==> config.mk <==
export PLATFORM = sky130hd
export DESIGN_NAME = sram_burst_ctrl
export DESIGN_NICKNAME = d
export VERILOG_FILES = /design/src/rtl/sram_burst_ctrl.sv
export SDC_FILE = /design/constraint.sdc
export NUM_CORES = 1
export LEC_CHECK = 0
export CAP_MARGIN = 15
export CORE_ASPECT_RATIO = 0.5
export CORE_MARGIN = 2
export CORE_UTILIZATION = 28
export CTS_CLUSTER_SIZE = 28
export DETAILED_ROUTE_END_ITERATION = 12
export GPL_ROUTABILITY_DRIVEN = 1
export SLEW_MARGIN = 20
export SYNTH_ARGS = -nofsm -noshare
export SYNTH_HDL_FRONTEND = slang
export SYNTH_SLANG_ARGS = --single-unit
==> constraint.sdc <==
create_clock -name clk -period 4.2 [get_ports clk]
set_input_delay 0.84 -clock clk [delete_from_list [all_inputs] [get_ports clk]]
set_output_delay 0.84 -clock clk [all_outputs]
set_load 0.01 [all_outputs]
==> src/rtl/sram_burst_ctrl.sv <==
// sram_burst_ctrl: burst initiator for a single-port SRAM wrapper with
// registered read data. Write bursts stream wd_* straight onto the SRAM
// port. Read bursts are issued against a credit (inflight + fifo_cnt) so
// every returned word always has a FIFO slot, whatever rd_ready does.
// Optional: define SRAM_CTRL_PERF_CNT_EN to add 32-bit saturating
// perf_wr_cnt / perf_rd_cnt / perf_stall_cnt outputs.
module sram_burst_ctrl #(
  parameter int DATA_BIT     = 128,
  parameter int DEPTH        = 128,
  parameter int ADDR_BIT     = $clog2(DEPTH),
  parameter int LEN_BIT      = ADDR_BIT,
  parameter int READ_LATENCY = 2,
  parameter int FIFO_DEPTH   = 4
) (
  input  logic                clk,
  input  logic                rst_n,
  input  logic                cmd_valid,
  output logic                cmd_ready,
  input  logic                cmd_we,
  input  logic [ADDR_BIT-1:0] cmd_addr,
  input  logic [LEN_BIT-1:0]  cmd_len,
  input  logic                wd_valid,
  output logic                wd_ready,
  input  logic [DATA_BIT-1:0] wd_data,
  output logic                rd_valid,
  input  logic                rd_ready,
  output logic [DATA_BIT-1:0] rd_data,
  output logic                done,
  output logic                busy,
  output logic [ADDR_BIT-1:0] sram_addr,
  output logic                sram_wen,
  output logic                sram_ren,
  output logic [DATA_BIT-1:0] sram_wdata,
  input  logic [DATA_BIT-1:0] sram_rdata
`ifdef SRAM_CTRL_PERF_CNT_EN
  ,
  output logic [31:0]         perf_wr_cnt,
  output logic [31:0]         perf_rd_cnt,
  output logic [31:0]         perf_stall_cnt
`endif
);

  // Counter width covers the worst-case inflight + fifo_cnt sum.
  localparam int CNT_W = $clog2(FIFO_DEPTH + READ_LATENCY + 1);
  localparam int PTR_W = (FIFO_DEPTH > 1) ? $clog2(FIFO_DEPTH) : 1;

  typedef enum logic [1:0] {IDLE, WRITE, READ, DRAIN} state_t;

  state_t                    state_q, state_d;
  logic [ADDR_BIT-1:0]       cur_addr;
  logic [LEN_BIT:0]          beats;
  logic [READ_LATENCY-1:0]   vld_pipe;
  logic [DATA_BIT-1:0]       fifo_mem [FIFO_DEPTH];
  logic [PTR_W-1:0]          wr_ptr, rd_ptr;
  logic [CNT_W-1:0]          fifo_cnt, inflight;
  logic                      credit_ok, push, pop, last_beat, drain_last;
  logic                      cmd_fire, done_q, done_d;

  function automatic logic [PTR_W-1:0] ptr_inc(input logic [PTR_W-1:0] p);
    return (p == PTR_W'(FIFO_DEPTH - 1)) ? '0 : p + 1'b1;
  endfunction

  // Reads in flight = set bits of the latency valid pipe.
  always_comb begin
    inflight = '0;
    for (int i = 0; i < READ_LATENCY; i++) inflight = inflight + CNT_W'(vld_pipe[i]);
  end

  assign credit_ok  = (inflight + fifo_cnt) < CNT_W'(FIFO_DEPTH);
  assign push       = vld_pipe[READ_LATENCY-1];
  assign rd_valid   = (fifo_cnt != '0);
  assign rd_data    = fifo_mem[rd_ptr];
  assign pop        = rd_valid & rd_ready;
  assign last_beat  = (beats == (LEN_BIT+1)'(1));
  assign cmd_fire   = cmd_valid & cmd_ready;
  assign drain_last = (inflight == '0) && (fifo_cnt == CNT_W'(1)) && pop;
  assign busy       = (state_q != IDLE);
  assign done       = done_q;
  assign sram_addr  = cur_addr;
  assign sram_wdata = sram_wen ? wd_data : '0;

  // Next-state and handshake/strobe decode.
  always_comb begin
    state_d   = state_q;
    done_d    = 1'b0;
    cmd_ready = 1'b0;
    wd_ready  = 1'b0;
    sram_wen  = 1'b0;
    sram_ren  = 1'b0;
    case (state_q)
      IDLE: begin
        cmd_ready = 1'b1;
        if (cmd_valid) state_d = cmd_we ? WRITE : READ;
      end
      WRITE: begin
        wd_ready = 1'b1;
        sram_wen = wd_valid;
        if (wd_valid && last_beat) begin
          state_d = IDLE;
          done_d  = 1'b1;
        end
      end
      READ: begin
        sram_ren = credit_ok;
        if (credit_ok && last_beat) state_d = DRAIN;
      end
      DRAIN: begin
        if (drain_last) begin
          state_d = IDLE;
          done_d  = 1'b1;
        end
      end
      default: state_d = IDLE;
    endcase
  end

  // State register and done pulse.
  always_ff @(posedge clk or negedge rst_n) begin
    if (!rst_n) begin
      state_q <= IDLE;
      done_q  <= 1'b0;
    end else begin
      state_q <= state_d;
      done_q  <= done_d;
    end
  end

  // Burst address/beat tracking: latch on accept, step on every access.
  always_ff @(posedge clk or negedge rst_n) begin
    if (!rst_n) begin
      cur_addr <= '0;
      beats    <= '0;
    end else if (cmd_fire) begin
      cur_addr <= cmd_addr;
      beats    <= {1'b0, cmd_len} + (LEN_BIT+1)'(1);
    end else if (sram_wen || sram_ren) begin
      cur_addr <= cur_addr + 1'b1;
      beats    <= beats - 1'b1;
    end
  end

  // Read latency valid pipe; the last stage marks sram_rdata as valid.
  always_ff @(posedge clk or negedge rst_n) begin
    if (!rst_n) begin
      vld_pipe <= '0;
    end else begin
      vld_pipe[0] <= sram_ren;
      for (int i = 1; i < READ_LATENCY; i++) vld_pipe[i] <= vld_pipe[i-1];
    end
  end

  // Return FIFO pointers and occupancy.
  always_ff @(posedge clk or negedge rst_n) begin
    if (!rst_n) begin
      wr_ptr   <= '0;
      rd_ptr   <= '0;
      fifo_cnt <= '0;
    end else begin
      if (push) wr_ptr <= ptr_inc(wr_ptr);
      if (pop)  rd_ptr <= ptr_inc(rd_ptr);
      case ({push, pop})
        2'b10:   fifo_cnt <= fifo_cnt + 1'b1;
        2'b01:   fifo_cnt <= fifo_cnt - 1'b1;
        default: fifo_cnt <= fifo_cnt;
      endcase
    end
  end

  // Return FIFO storage; contents only matter while counted valid.
  always_ff @(posedge clk) begin
    if (push) fifo_mem[wr_ptr] <= sram_rdata;
  end

`ifdef SRAM_CTRL_PERF_CNT_EN
  logic stall;
  assign stall = ((state_q == READ) && !credit_ok) ||
                 ((state_q == DRAIN) && rd_valid && !rd_ready);

  // Saturating activity/stall counters.
  always_ff @(posedge clk or negedge rst_n) begin
    if (!rst_n) begin
      perf_wr_cnt    <= '0;
      perf_rd_cnt    <= '0;
      perf_stall_cnt <= '0;
    end else begin
      if (sram_wen && perf_wr_cnt != '1)    perf_wr_cnt    <= perf_wr_cnt + 1'b1;
      if (sram_ren && perf_rd_cnt != '1)    perf_rd_cnt    <= perf_rd_cnt + 1'b1;
      if (stall && perf_stall_cnt != '1)    perf_stall_cnt <= perf_stall_cnt + 1'b1;
    end
  end
`endif

endmodule
# == Yosys cells after proc, flatten, opt, wreduce, memory -nomap -nowiden ==
# Memory sizes are Yosys's and may differ from the RTL's.
# Cells that the tools add are included.
# op_classes
add_sub_neg,9
magnitude_cmp,1
n_eq_ne,13
n_mux,23
bitwise_logic,2
reduce_logical,12
# ops
operator,count
$mux 128,1
$mux 8,2
$mux 2,7
$mux 7,2
$eq 2x2->1 const B,5
$add 7x1->8 const B,1
$eq 8x1->1 const B,1
$mux 1,8
$ne 2x2->1 const B,4
$pmux 2 s4,1
$sub 8x1->8 const B,1
$add 7x1->7 const B,1
$pmux 3 s2,1
$reduce_bool 2->1,3
$add 2x1->2 const B,2
$eq 2x1->1 const B,2
$logic_and 1x1->1,4
$reduce_and 4->1,1
$add 2x3->3,1
$add 3x1->3 const B,1
$eq 3x1->1 const B,1
$logic_not 3->1,1
$lt 3x3->1 const B,1
$reduce_bool 3->1,1
other kinds (6),7
# word_totals
ff_bits,27
ram_bits,512
in_bits,276
out_inout_bits,270
mem_count,1
# mem_list
memory,depth,width,read_ports,rd_ports_with_merged_regs,write_ports,line,source
fifo_mem,4,128,1,0,1,53,logic [DATA_BIT-1:0] fifo_mem [FIFO_DEPTH];

# == Logic depth before layout (Yosys ltp) ==
# Gate-level depths: netlist of run 1.
# depth
ltp_word,7
ltp_mapped,9

# == Least setup slack after synthesis of run 1 ==
# No wires, ideal clock.
# synth_timing
kind,register -> register
start,register wr_ptr[0]
end,"memory fifo_mem[0][0], enable pin"
arrival_time_ns,3.556
path_slack_ns,0.142
path_stages_with_launch,4
n_path_buf,0
period_less_slack_ns,4.058
cell_sequence,dfrtp_1 -> inv_1 -> ha_1 -> and2_1
# synth_lines
item,line,source
"start, declared",54,"logic [PTR_W-1:0] wr_ptr, rd_ptr;"
"start signal, assigned",159,if (push) wr_ptr <= ptr_inc(wr_ptr);
"end, declared",53,
# Straight into the memory's write port.

# == Worst setup path in the final report of run 1 ==
# layout_timing
start,register rd_ptr[0]
end,output port rd_data[40]
# layout_via
elab_chain_len,1
# layout_lines
item,line,source
"start, declared",54,
"start signal, assigned",160,if (pop) rd_ptr <= ptr_inc(rd_ptr);
$mem_v2 4x128,--,
"end, declared",27,"output logic [DATA_BIT-1:0] rd_data,"
# No other way between the ends.

==> impl_results.md, run 1 <==
- Power, Total: 18800 uW
- Initial drt markers: 553
- Detailed-route DRC error count: 0
- R2R depth: 7
- Crit path max fanout: 34
- Hold Vio Cnt, Final: 0
- Largest cells by area after synthesis: edfxtp_1 73%, mux4_2 14%, and2_1 3.9%, dfrtp_1 3.2%, ha_1 1.0%
- Post-synth top area cell: edfxtp_1
- CTS Buffer Depth: 3
- Synth Register Bits: 539
- CTS sink cnt: approximately 540
- Via count: 11200
- Wirelength per Cell: 19.8 microns
- Tmin final: 3.67 ns
- TritonRoute pass-1 iters: 5
- All-layer global routing usage: roughly 13%
- Pins over their slew limit: 0
- Die area: 77200 sq um
- Routed vias/inst: 4.32
- Fin nets: approximately 1900
- # H-tree levels: 2
- Footprint of the multi-input gates: 4680 sq um
- Most frequent cells in the layout: 545 x clkdlybuf4s50_1, 512 x edfxtp_1, 128 x and2_1, 128 x mux4_2, 53 x clkbuf_16
- Initial antenna violation count: 7
- Reg2Reg Launch Point: vld_pipe[1]$_DFF_PN0_
- Area grow syn2layout: 40.6%
- Worst-path clk slew: about 0.06 ns
- DP Wirelength: approximately 35 mm
- Unrepaired setup endpoints after global routing: no
- Num CTS Buffers: 52
- Io pins: 546
- First-pass GRT wire length: 74.3 mm
- Status: completed
- Post-synth EDFFs: roughly 500
- Synthesized area: 21000 sq um
- Hold Crit Class: reg -> reg
- Filler cell count: ~6600
- Setup Viol. Count Final: 0
- Crit path kind: reg -> out
- Primary FF master, synth: edfxtp_1
- Synthesized instance count: approximately 990
- Commonest non-fill, non-tap cell in the layout: clkdlybuf4s50_1
- Worst-Margin Slew: just under 1 ns
- Total Routed Length: between 50 and 60 mm
- Antenna Violating Nets Remaining: 0
- Leak: 0.00970 uW
- Hold buffers post-CTS: 0
- Max_slew headroom: about a third
- Worst hold start: vld_pipe[0]$_DFF_PN0_
- Routability Congestion: 0.771
- Die Wd: 391 microns
- Final period util: between 80% and 90%
- Post-CTS Setup Bufs: 0
- Clock latency on the worst-skew pair: 0.60 ns
- Max rail drop VDD: 0.000349 V
- Average size of a mapped cell: 21.2 sq um
- Num rows: 70
- Syn_nets: 1284
- Largest net degree at the start of global routing: 89
- Setup_tns: 0 ns
- Asr flop ratio synth: 5.01%
- Area share of the largest cell type after synthesis: 73.3%
- Worst setup path startpoint: rd_ptr[0]$_DFFE_PN0N_
- Arrival time worst endpoint: 2.83 ns
- Worst EP required: 3.36 ns
- Height of the die: 198 microns
- Post-CTS sizing: 0
- Initial Utilization: 28.5%
- Peak Freq: around 270 MHz
- Critical Path End Type: primary output
- Warnings, synthesis: 0
- CP Launch Type: flop
- Sequential cell area: 16100 sq um
- Post-synthesis sequential area ratio: 76.5%
- Grt ovf: 0
- Buffers on Ports: 545
- Layout cells sized above 1: roughly 15%
- Pwr Density: 637 nW/um^2
- Hold depth: 0
- Clock Tree Root: clkbuf_16
- Final Skew: 0.0190 ns
- Layout Utilization: 40.1%
- Max Cap Viol: 0
- CTS tree: yes
- Vias in the first global route: 11800
- Synth unique cells: 43
- Core Area: 73600 sq um
[cells by family (layout without fill, tap and decap cells)]
family,Yosys count,in the layout,share of synthesized area [%]
compound gates,37,37,1.06
buf+inv,61,679,1.20
mux,133,133,14.0
simple gates,183,183,5.33
other cells,0,7,0
xor+xnor,21,21,0.877
flops,539,539,76.5
fa+ha+maj,17,17,1.01
[power by group]
| part | switching, uW | total [uW] | internal, uW | leakage, uW |
|---|---|---|---|---|
| registers | 469 | 7680 | 7210 | 0.00500 |
| clock network | 1980 | 4610 | 2630 | 0.000829 |
| logic | 3040 | 6490 | 3450 | 0.00387 |
[final cells by class]
cell class                 instances  share of cell area (%)
clock buffer                      60                    4.59
sequential                       539                    54.5
inverter                          13                   0.166
tap                              972                    4.13
timing repair buffer             569                    19.5
clock inverter                    37                    1.18
antenna                            7                  0.0594
multi-input combinational        391                    15.9
[critical path, cell delays in order (launching register included)]
cell             delay (ns)
dfrtp_4                0.77
buf_12                 0.35
mux4_2                 0.55
clkdlybuf4s50_1        0.52
[cells in the mapped netlist, types with 2 or more instances]
| cell type | count |
|---|---|
| and2_1 | 132 |
| and4_1 | 2 |
| o2111ai_1 | 2 |
| nand2_1 | 10 |
| nor3_1 | 3 |
| xor2_1 | 12 |
| a21o_1 | 2 |
| nand3_1 | 4 |
| dfrtp_1 | 27 |
| o211ai_1 | 4 |
| and2b_2 | 2 |
| nor2_1 | 15 |
| edfxtp_1 | 512 |
| buf_2 | 15 |
| o21ai_0 | 15 |
| mux2_2 | 2 |
| mux2i_1 | 3 |
| mux4_2 | 128 |
| nand2b_1 | 2 |
| xnor2_1 | 9 |
| clkbuf_1 | 27 |
| a31oi_1 | 2 |
| a21oi_1 | 9 |
| inv_1 | 13 |
| ha_1 | 17 |
| buf_1 | 5 |
[final timing paths]
path	to	slack [ns]
worst max-delay path	rd_data[40]	0.53
worst min-delay path	vld_pipe[1]$_DFF_PN0_	0.41
worst max register to register	beats[4]$_DFFE_PN0P_	1.86
worst min register to register	vld_pipe[1]$_DFF_PN0_	0.41
max in group asynchronous	rd_ptr[1]$_DFFE_PN0N_	3.25
min in group asynchronous	state_q[0]$_DFFE_PN0P_	0.66
[registers in the layout (all words and copies together), names as in the netlist]
signal	count
beats	8
done	1
fifo_cnt	3
fifo_mem	512
rd_ptr	2
sram_addr	7
state_q	2
vld_pipe	2
wr_ptr	2
[per-stage QoR]
stage                     cells  area [sq um]  hold WS, ns  setup WS [ns]
after detailed placement   2484         27800        0.404          0.727
after global placement     2484         27800        0.396          0.768
after floorplan             991         21000        0.380          0.142
after CTS                  2581         29500        0.414          0.410
final                      2588         29500        0.408          0.533
after global routing       2588         29500        0.416          0.356
[per-layer routing]
metal,track usage (%),vias to the layer above,part of all wire [%]
met2,24.8,252,58
met5,0,-,0
met3,1.65,64,2.9
met1,14.2,5718,37
met4,4.79,0,2.3
li1,-,5144,-
No activity file was read; power rests on OpenSTA's default activity.
==> inputs of run 2 (changes only) <==
--- a/config.mk
+++ b/config.mk
@@ -12,6 +12,7 @@
 export CTS_CLUSTER_SIZE = 28
 export DETAILED_ROUTE_END_ITERATION = 12
 export GPL_ROUTABILITY_DRIVEN = 1
+export MAX_ROUTING_LAYER = met4
 export SLEW_MARGIN = 20
 export SYNTH_ARGS = -nofsm -noshare
 export SYNTH_HDL_FRONTEND = slang
==> impl_results.md, run 2 (synthesized netlist as in run 1, its figures left out) <==
- Setup Viol. Count Final: 0 (unchanged)
- Slowest CP cell: dfrtp_4
- Most frequent cells in the layout: 545 x clkdlybuf4s50_1, 512 x edfxtp_1, 128 x and2_1, 128 x mux4_2, 53 x clkbuf_16
- CP delay by family, top: buffers and inverters
- Post-CTS Setup Bufs: 0 (unchanged)
- Commonest non-fill, non-tap cell in the layout: clkdlybuf4s50_1
- Die area: 77200 sq um (unchanged)
- Unrepaired setup endpoints after global routing: no
- Hold Crit Class: reg -> reg
- Max rail drop VDD: 0.000349 V (+0.16%)
- Io pins: 546 (unchanged)
- Final Skew: 0.0205 ns (+0.00152 ns)
- Pwr Density: 637 nW/um^2 (about the same)
- Detailed-route DRC error count: 0 (unchanged)
- Final Hold Slack: 0.408 ns (+0.00000800 ns)
- CTS sink cnt: 539 (unchanged)
- CP cell instances: buf_12, mux4_2, clkdlybuf4s50_1
- Leak: 0.00970 uW (unchanged)
- Cell count after placement: 2484 (unchanged)
- Total Routed Length: 51.3 mm (+0.32%)
- Num rows: 70 (unchanged)
- DP Wirelength: 35.1 mm (unchanged)
- CP Launch Type: flop
- Routability Congestion: 0.782 (+1.4%)
- Setup_tns: 0 ns (unchanged)
- Worst-Margin Slew: 0.996 ns (+0.0241 ns)
- First-pass GRT wire length: 74.4 mm (about the same)
- Antenna Violating Nets Remaining: 0 (unchanged)
- Buf/Inv on CP: 2 (unchanged)
- Via count: 11300 (+0.82%)
- Crit path kind: reg -> out
- Crit path max fanout: 34 (unchanged)
- Vias in the first global route: 11800 (-0.20%)
- Core Area: 73600 sq um (unchanged)
- Initial Utilization: 28.5% (unchanged)
- Tmin final: 3.68 ns (+0.00911 ns)
- Die Wd: 391 microns (unchanged)
- Worst EP required: 3.36 ns (about the same)
- Worst-path clk slew: 0.06 ns (about the same)
- Fin nets: 1859 (unchanged)
- Hold buffers post-CTS: 0 (unchanged)
- Peak Freq: 272 MHz (-0.25%)
- TritonRoute pass-1 iters: 5 (unchanged)
- All-layer global routing usage: 13.2% (+0.40 points)
- Status: completed
- Initial drt markers: 596 (+7.8%)
- Initial antenna violation count: 7 (unchanged)
- Critical Path End Type: primary output
- Grt ovf: 0 (unchanged)
- CTS tree: yes
- Layout cells sized above 1: 15.2% (unchanged)
- Largest stage delay on the critical path: 0.77 ns (about the same)
- Clock latency on the worst-skew pair: 0.60 ns (about the same)
- Wirelength per Cell: 19.8 microns (+0.32%)
- Area grow syn2layout: 40.6% (unchanged)
- Fin cells: 2588 (unchanged)
- CTS Buffer Depth: 3 (unchanged)
- Buffers on Ports: 545 (unchanged)
- Final period util: 87.5% (+0.22 points)
- Clock Tree Root: clkbuf_16
- Pins over their slew limit: 0 (unchanged)
- Height of the die: 198 microns (unchanged)
- Post-CTS sizing: 0 (unchanged)
- Hold Vio Cnt, Final: 0 (unchanged)
- # H-tree levels: 2 (unchanged)
- Top reg by flops: fifo_mem
- Max_slew headroom: 33.6% (-1.6 points)
- Max Cap Viol: 0 (unchanged)
- Largest net degree at the start of global routing: 89 (unchanged)
- Arrival time worst endpoint: 2.84 ns (about the same)
- Num CTS Buffers: 52 (unchanged)
- Number of flip-flops in the largest register: 512 (unchanged)
- Routed vias/inst: 4.35 (+0.82%)
[run 2: final cells by class]
type	count	area, sq um
multi-input cells	391	4680
diodes	7	17.5
fillers	6627	44100
repair buffers	569	5760
inverters	13	48.8
flip-flops and latches	539	16100
clock inverters	37	347
well taps	972	1220
clock buffers	60	1350
[run 2: power by group]
| part | internal, uW | total (uW) | leakage (uW) | switching (uW) |
|---|---|---|---|---|
| registers | 7210 | 7680 | 0.00500 | 472 |
| clock network | 2630 | 4610 | 0.000829 | 1980 |
| logic | 3450 | 6500 | 0.00387 | 3050 |
| total | 13300 | 18800 | 0.00970 | 5500 |
[run 2: path summary, 6_finish.rpt]
path,startpoint,cells past startpoint,slack (ns),to
min in group asynchronous,rst_n,2,0.66,state_q[0]$_DFFE_PN0P_
min reg2reg,vld_pipe[0]$_DFF_PN0_,0,0.41,vld_pipe[1]$_DFF_PN0_
max in group asynchronous,rst_n,2,3.24,rd_ptr[1]$_DFFE_PN0N_
min,vld_pipe[0]$_DFF_PN0_,0,0.41,vld_pipe[1]$_DFF_PN0_
max reg2reg,vld_pipe[1]$_DFF_PN0_,7,1.86,beats[4]$_DFFE_PN0P_
max,rd_ptr[0]$_DFFE_PN0N_,3,0.52,rd_data[7]
[run 2: metrics by stage]
step	util, %	cell area [sq um]	total power [uW]	worst slack (ns)
floorplan	-	21000	11100	0.142
global route	40.1	29500	19600	0.356
finish	40.1	29500	18800	0.524
global placement	37.7	27800	14500	0.768
detailed placement	37.7	27800	14500	0.727
CTS	40.0	29500	19100	0.410
[run 2: worst reg2reg max path, cell delays in order, from the launching register on]
cell and delay [ns]:
dfrtp_1 0.47, ha_1 0.24, ha_1 0.20, nor4b_1 0.29, a21o_1 0.37, o21ai_0 0.21, o311ai_0 0.32, nand3b_1 0.11
[run 2: routing by layer]
layer / vias to the layer above / GRT usage (%) / wire (microns)
li1: 5148 / - / -
met1: 5796 / 14.4 / 19000
met2: 255 / 24.8 / 29700
met3: 71 / 1.39 / 1330
met4: 0 / 4.79 / 1290
met5: - / - / 0
